## src/rtl/class_frame_loader_if.sv

```systemverilog
// Byte-stream input and result output handshakes of the frame loader.
// The slave modport is the loader's view; master is the producer/consumer side.
interface class_frame_loader_if;
  logic       s_valid;
  logic       s_ready;
  logic [7:0] s_data;
  logic       s_last;
  logic       m_valid;
  logic       m_ready;
  logic       m_class;
  logic       m_err;

  modport slave (
    input  s_valid, s_data, s_last, m_ready,
    output s_ready, m_valid, m_class, m_err
  );

  modport master (
    output s_valid, s_data, s_last, m_ready,
    input  s_ready, m_valid, m_class, m_err
  );
endinterface

```

## src/rtl/class_frame_loader.sv

```systemverilog
// Assembles a byte stream into a feature vector for a combinational classifier,
// waits a settle time, samples the class bit and returns it with error status.
module class_frame_loader #(
  parameter int FEAT_W      = 51,
  parameter int EVAL_CYCLES = 1,
  parameter int CNT_W       = 16
) (
  input  logic                 clk,
  input  logic                 rst_n,
  class_frame_loader_if.slave  bus,
  output logic [FEAT_W-1:0]    feat_o,
  input  logic                 cls_i,
  output logic [CNT_W-1:0]     frame_cnt,
  output logic [7:0]           err_cnt
);
  localparam int NB    = (FEAT_W + 7) / 8;
  localparam int IDX_W = (NB > 1) ? $clog2(NB) : 1;
  localparam logic [IDX_W-1:0] LAST_IDX = IDX_W'(NB - 1);
  localparam logic [3:0]       EVAL_END = 4'(EVAL_CYCLES);

  typedef enum logic [1:0] {COLLECT, DRAIN, EVAL, RESP} state_t;

  state_t             state, state_n;
  logic [IDX_W-1:0]   idx, idx_n;
  logic [3:0]         cnt, cnt_n;
  logic [FEAT_W-1:0]  feat_n;
  logic               ready_n, valid_n, class_n, err_n;
  logic [CNT_W-1:0]   frame_cnt_n;
  logic [7:0]         err_cnt_n;
  logic               xfer;
  logic [FEAT_W-1:0]  byte_mask, byte_data;

  assign xfer = bus.s_valid & bus.s_ready;
  // Truncation to FEAT_W drops the unused upper bits of the final byte.
  assign byte_mask = FEAT_W'(8'hFF) << {idx, 3'b000};
  assign byte_data = FEAT_W'(bus.s_data) << {idx, 3'b000};

  always_comb begin
    state_n     = state;
    idx_n       = idx;
    cnt_n       = cnt;
    feat_n      = feat_o;
    class_n     = bus.m_class;
    err_n       = bus.m_err;
    frame_cnt_n = frame_cnt;
    err_cnt_n   = err_cnt;
    case (state)
      COLLECT: if (xfer) begin
        feat_n = (feat_o & ~byte_mask) | byte_data;
        idx_n  = idx + 1'b1;
        if (idx == LAST_IDX) begin
          if (bus.s_last) begin
            state_n = EVAL;
            cnt_n   = '0;
          end else begin
            state_n = DRAIN;
          end
        end else if (bus.s_last) begin
          state_n = RESP;
          class_n = 1'b0;
          err_n   = 1'b1;
        end
      end
      DRAIN: if (xfer && bus.s_last) begin
        state_n = RESP;
        class_n = 1'b0;
        err_n   = 1'b1;
      end
      EVAL: begin
        if (cnt == EVAL_END) begin
          state_n = RESP;
          class_n = cls_i;
          err_n   = 1'b0;
        end else begin
          cnt_n = cnt + 4'd1;
        end
      end
      RESP: if (bus.m_ready) begin
        state_n = COLLECT;
        idx_n   = '0;
        if (bus.m_err) begin
          if (err_cnt != 8'hFF) err_cnt_n = err_cnt + 8'd1;
        end else begin
          frame_cnt_n = frame_cnt + 1'b1;
        end
      end
      default: state_n = COLLECT;
    endcase
    // Handshake outputs are registered from the next state, keeping them off
    // any combinational path from s_valid/m_ready.
    ready_n = (state_n == COLLECT) || (state_n == DRAIN);
    valid_n = (state_n == RESP);
  end

  always_ff @(posedge clk or negedge rst_n) begin
    if (!rst_n) begin
      state       <= COLLECT;
      idx         <= '0;
      cnt         <= '0;
      feat_o      <= '0;
      bus.s_ready <= 1'b0;
      bus.m_valid <= 1'b0;
      bus.m_class <= 1'b0;
      bus.m_err   <= 1'b0;
      frame_cnt   <= '0;
      err_cnt     <= '0;
    end else begin
      state       <= state_n;
      idx         <= idx_n;
      cnt         <= cnt_n;
      feat_o      <= feat_n;
      bus.s_ready <= ready_n;
      bus.m_valid <= valid_n;
      bus.m_class <= class_n;
      bus.m_err   <= err_n;
      frame_cnt   <= frame_cnt_n;
      err_cnt     <= err_cnt_n;
    end
  end
endmodule

```

## src/flat_wrapper.sv

```systemverilog
// flat-port wrapper written by rule: the top's interface ports become plain ports
module class_frame_loader_flat 
#(
  parameter int FEAT_W      = 51,
  parameter int EVAL_CYCLES = 1,
  parameter int CNT_W       = 16
)
  (clk, rst_n, feat_o, cls_i, frame_cnt, err_cnt, bus_s_valid, bus_s_data, bus_s_last, bus_m_ready, bus_s_ready, bus_m_valid, bus_m_class, bus_m_err);
  class_frame_loader_if bus_i ();
  input  logic clk;
  input  logic rst_n;
  output logic [FEAT_W-1:0] feat_o;
  input  logic cls_i;
  output logic [CNT_W-1:0] frame_cnt;
  output logic [7:0] err_cnt;
  input wire logic [$bits(bus_i.s_valid)-1:0] bus_s_valid;
  input wire logic [$bits(bus_i.s_data)-1:0] bus_s_data;
  input wire logic [$bits(bus_i.s_last)-1:0] bus_s_last;
  input wire logic [$bits(bus_i.m_ready)-1:0] bus_m_ready;
  output wire logic [$bits(bus_i.s_ready)-1:0] bus_s_ready;
  output wire logic [$bits(bus_i.m_valid)-1:0] bus_m_valid;
  output wire logic [$bits(bus_i.m_class)-1:0] bus_m_class;
  output wire logic [$bits(bus_i.m_err)-1:0] bus_m_err;
  assign bus_i.s_valid = bus_s_valid;
  assign bus_i.s_data = bus_s_data;
  assign bus_i.s_last = bus_s_last;
  assign bus_i.m_ready = bus_m_ready;
  assign bus_s_ready = bus_i.s_ready;
  assign bus_m_valid = bus_i.m_valid;
  assign bus_m_class = bus_i.m_class;
  assign bus_m_err = bus_i.m_err;
  class_frame_loader #(.FEAT_W(FEAT_W), .EVAL_CYCLES(EVAL_CYCLES), .CNT_W(CNT_W)) u_core (.clk(clk), .rst_n(rst_n), .bus(bus_i), .feat_o(feat_o), .cls_i(cls_i), .frame_cnt(frame_cnt), .err_cnt(err_cnt));
endmodule
```

## config.mk

```make
export PLATFORM = sky130hd
export DESIGN_NAME = class_frame_loader_flat
export DESIGN_NICKNAME = d
export VERILOG_FILES = /design/src/rtl/class_frame_loader_if.sv /design/src/rtl/class_frame_loader.sv /design/src/flat_wrapper.sv
export SDC_FILE = /design/constraint.sdc
export NUM_CORES = 1
export LEC_CHECK = 0
export BUFFER_PORTS_ARGS = -buffer_cell sky130_fd_sc_hd__buf_2
export CAP_MARGIN = 20
export CORE_AREA = 3 3 77 97
export CTS_CLUSTER_DIAMETER = 60
export DETAILED_ROUTE_END_ITERATION = 10
export DIE_AREA = 0 0 80 100
export PLACE_DENSITY = 0.82
export REMOVE_ABC_BUFFERS = 1
export SETUP_SLACK_MARGIN = 0.4
export SLEW_MARGIN = 10
export SYNTH_ARGS = -nofsm -noshare
export SYNTH_HDL_FRONTEND = slang
export SYNTH_SLANG_ARGS = --single-unit
```

## constraint.sdc

```tcl
create_clock -name clk -period 3.6 [get_ports clk]
set_input_delay 0.72 -clock clk [delete_from_list [all_inputs] [get_ports clk]]
set_output_delay 0.72 -clock clk [all_outputs]
set_load 0.03 [all_outputs]
```

* Word level (Yosys, flattened, before mapping)
Cells that the tools add are included.
** Operators by class
- Shifts and indexed selects :: 2
- Reduce and logical (&&, ||, !) cells :: 13
- Equality and inequality tests :: 16
- Mux-type cells :: 28
- Bitwise gates (word level) :: 5
- Add/subtract/negate cells :: 4
** Operators by type and width (number)
- 51-bit bitwise AND :: 1
- 51-bit inverter :: 1
- 51-bit bitwise OR :: 1
- 8-bit by 6-bit << shifter with 51-bit output :: 1
- 8-bit by 6-bit << shifter with 51-bit output (first input constant) :: 1
- 16-bit by 1-bit adder with 16-bit output (second input constant) :: 1
- 4-bit 2-to-1 mux :: 4
- 2-bit 2-to-1 mux :: 7
- 1-bit 2-to-1 mux :: 10
- 8-bit by 1-bit adder with 8-bit output (second input constant) :: 1
- 2-bit by 1-bit inequality test with 1-bit output (second input constant) :: 4
- 2-bit inequality test (second input constant) :: 4
- 8-bit inequality test (second input constant) :: 1
- 2-bit case mux with 4 select lines :: 1
- 4-bit case mux with 2 select lines :: 1
- 2-bit == test (second input constant) :: 3
- 3-bit 2-to-1 mux :: 2
- 1-bit case mux with 3 select lines :: 2
- 3-bit case mux with 2 select lines :: 1
- 3-bit AND reduction :: 2
- 6-bit AND reduction :: 1
- 5-bit AND reduction :: 1
- 4-bit by 1-bit adder with 4-bit output (second input constant) :: 1
- 2-bit by 1-bit == test with 1-bit output (second input constant) :: 2
- 12 further kinds :: 14
** Storage, ports and cells
- Flip-flop bits (word level) :: 88
- Word-level logic and storage cells :: 78
- Output and inout port bits :: 79

* Logic depth before layout (Yosys ltp)
- Depth after elaboration :: 6
- Depth in mapped cells :: 6
- Gate-level depth less buffers :: 6

* Worst setup path before layout
No wires, ideal clock.
- Path kind :: reg-to-reg
- Start point :: register u_core.err_cnt[0]
- End point :: register u_core.err_cnt[1]
- Required time :: 3.475 ns
- Cell stages (with the launch flop) :: 6
- Setup slack :: 1.772 ns
- Setup time :: 0.125 ns
- Path buffers :: 0
- Arrival :: 1.703 ns
- Cell sequence :: dfrtp_1 ha_1 and4_1 and3_1 a21oi_1 mux2_2
** Between the ends
- Longest elaborated chain between the ends :: 2
- Elaborated cells between the ends (all ways) :: 3
- Those cells by class :: add/sub: 1; eq/ne: 1; reduce/logical: 1
** Ends and longest elaborated chain
- from (decl) :: RTL line class_frame_loader.sv:14 : output logic [7:0] err_cnt
- from (signal assigned) :: RTL line class_frame_loader.sv:117 : err_cnt <= err_cnt_n;
- branches (longest 2 deep; another with 8-bit by 1-bit adder with 8-bit output)
Several ways; the timed one is not identified.
A chain may end at the register's enable or synchronous reset.

* Final worst setup path
- Start point :: register u_core.idx[0]
- End point :: register u_core.cnt[0]
** Between the ends
- Longest elaborated chain between the ends :: 3
** Ends and longest elaborated chain
- from (decl) :: RTL line class_frame_loader.sv:24 : logic [IDX_W-1:0] idx, idx_n;
- from (signal assigned) :: RTL line class_frame_loader.sv:109 : idx <= idx_n;
- 3-bit == test :: RTL line class_frame_loader.sv:51 : if (idx == LAST_IDX) begin
- 2-bit by 1-bit inequality test with 1-bit output (no line)
- 5-bit AND reduction (no line)
- to (signal assigned) :: RTL line class_frame_loader.sv:110 : cnt <= cnt_n;
- to (decl) :: RTL line class_frame_loader.sv:25 : logic [3:0] cnt, cnt_n;
Every way passes these cells.

==> reports/summary.txt <==
Pre-antenna DRT Iters -> 4
ys flop type -> dfrtp_1
status -> complete, no violations
Tot Pwr -> 0.00357 W
Syn Inst Count -> 298
clk_lat worst skew -> 340 ps
Syn Area/Cell -> 12.5 um^2
total number of vias -> 2811
Crit path depth -> 5
RSZ-0062 raised after global routing -> no
worst-case clock buffer depth -> 2
layout cell share with drive strength beyond 1 -> 30.3%
post_cts resized -> 0
1st-iter DRT viols -> 158
Worst path max stage delay -> 510 ps
number of synthesized flops with an enable pin -> 0
Final Util -> 68.2%
core footprint -> 0.00661 mm^2
Final ANT Viol Nets -> 0
critical path type -> reg -> reg
Final min period -> 1800 ps
Rows -> 33
Top delay family on crit path -> flip-flops
CP Max Fanout -> 8
Final period util -> 50.1%
leak pwr -> 2.34 nW
Worst-path clk slew -> 90 ps
final slew viol count -> 0
Slew headroom -> 62.4%
post-synthesis sequential area ratio -> 59.3%
cts bufs inserted -> 9
setup_tns -> 0 ps
initial antenna violation count -> 0
hold-fix buffers at CTS -> 0
die height -> 100 um
drt total wl -> 8230 um
fmax -> 554 MHz
global route overflow -> 0
Port-buffer cells -> 92
CTS H-tree depth -> 3
clk sinks -> 88
fillcell total -> 512
CTS tree -> built
Crit-path slowest cell -> dfrtp_1
WP data required -> 3810 ps
Worst setup SP type -> flip-flop
final setup violation count -> 0
# IOs -> 93
crit path cell chain -> inv_1, ha_1, nand3_1, o311ai_0, o21ai_0
Syn. warnings -> 0
final hold violation count -> 0
vias in the first global route -> 2661
CP Capture Type -> flip-flop
vias per inst -> 5.74
drt drc -> 0
Peak VDD IR -> 0.435 mV
pin count of the biggest net entering global routing -> 89
worst slew pin tran -> 563 ps
Worst Skew -> 8.98 ps
post-CTS setup buffers -> 0
Area Growth Syn to Fin -> 21.3%
Synth async-reset ratio -> 100%
routability cong. -> 0.861
final antenna diode count -> 0
die area -> 0.00800 mm^2
CP Data Arrival Time -> 2020 ps
dpl hpwl -> 5850 um
Power per Cell Area -> 791 mW/mm^2
Synth cell types -> 44
Worst Path Buf+Inv -> 1
Total GRT Usage -> 21.3%
Die Wd -> 80 um
Synth Register Bits -> 88
Initial Utilization -> 56.2%
Syn Std Cell Area -> 0.00371 mm^2
HP Class -> in -> async
Max-Cap Viols -> 0
nets@finish -> 421
WL/cell -> 16.8 um
reg2reg path depth -> 5
CTS root buf -> clkbuf_8
first-pass GRT wire length -> 13300 um
## cells in the final DEF, fill, tap and decap left out, types with 3 or more instances in the layout
cell       n
a21oi_1    7
a22o_1    53
and3_1     3
buf_2     91
clkbuf_8  10
dfrtp_1   88
ha_1       9
inv_1     10
nand2_1   20
nand3_1   15
nand4_1    5
nor2_1    15
nor2_4     3
nor3_1     4
nor3_4     3
o21ai_0    8
xnor2_1   14
xor2_1     7
## report_power, final
group | total, W | switching [W] | internal [W]
sequential | 0.00153 | 0.000274 | 0.00126
clock | 0.000763 | 0.000349 | 0.000414
combinational | 0.00127 | 0.000828 | 0.000445
total | 0.00357 | 0.00145 | 0.00212
## state kept, by name (all words and copies together), names as in the netlist
signal / flops
u_core.idx: 3
u_core.feat_o: 51
u_core.err_cnt: 8
u_core.bus.m_class: 1
u_core.bus.m_err: 1
u_core.frame_cnt: 16
u_core.cnt: 4
u_core.bus.m_valid: 1
u_core.bus.s_ready: 1
u_core.state: 2
## cell type report
class / instances / area (um^2) / share of cell area (%)
inverter: 10 / 37.5 / 0.833
tap: 87 / 109 / 2.42
clock inverter: 6 / 90.1 / 2.00
sequential: 88 / 2200 / 48.9
clock buffer: 10 / 138 / 3.05
multi-input combinational: 196 / 1450 / 32.1
timing repair buffer: 93 / 483 / 10.7
## cell usage after synthesis (all sizes together), types with 2 or more instances
master,number,share of area [%]
a22o,53,12
ha,9,3.0
nand4,5,0.84
a31oi,2,0.34
nand2,22,2.5
nand3,15,2.0
o211ai,2,0.40
nor2b,2,0.34
nor3,9,2.4
inv,10,1.0
xor2,7,1.7
xnor2,14,3.3
o21ai,10,1.3
buf,3,0.64
and2,2,0.34
nor2,18,2.4
a21oi,7,0.94
and3,3,0.51
dfrtp,88,59
## layer usage
| layer | vias up | track usage, % | share of wire [%] |
|---|---|---|---|
| met1 | 1399 | 28.4 | 43 |
| met3 | 13 | 3.14 | 5.8 |
| met2 | 97 | 34.7 | 50 |
| met5 | - | 0 | 0 |
| li1 | 1302 | - | - |
| met4 | 0 | 9.10 | 1.9 |
## worst reg2reg max path, delay by kind of cell, from the launching register on
kind | cells | cell delay [ps]
buffers and inverters | 1 | 220
AOI/OAI and AO/OA | 2 | 440
DFF | 1 | 510
adders and majority gates | 1 | 330
and+or+nand+nor | 1 | 180
## worst paths after layout
kind	start	to	slack, ps
worst max-delay path	u_core.idx[0]	u_core.cnt[0]	1800
max in group asynchronous	rst_n	u_core.feat_o[23]	2630
min in group clk	u_core.frame_cnt[15]	u_core.frame_cnt[15]	490
worst min register to register	u_core.frame_cnt[15]	u_core.frame_cnt[15]	490
worst max register to register	u_core.idx[0]	u_core.cnt[0]	1800
worst min-delay path	rst_n	u_core.err_cnt[5]	360
## through the flow
stage / hold WS, ps / setup WS, ps / cell area [um^2] / instances
final: 358 / 1800 / 4510 / 490
after detailed placement: 475 / 1710 / 4260 / 473
after floorplan: 424 / 1770 / 3690 / 294
after global placement: 460 / 1730 / 4260 / 473
after CTS: 493 / 1790 / 4490 / 489
after global routing: 380 / 1620 / 4510 / 490
## logic make-up after synthesis
logic type	share of synthesized area, %
DFF	59.3
and+or+nand+nor	13.8
AOI/OAI and AO/OA	16.6
xor gates and xnor gates	4.95
buffers and inverters	1.75
adders and majority gates	3.03
muxes	0.573
(Power assumes the default switching activity.)
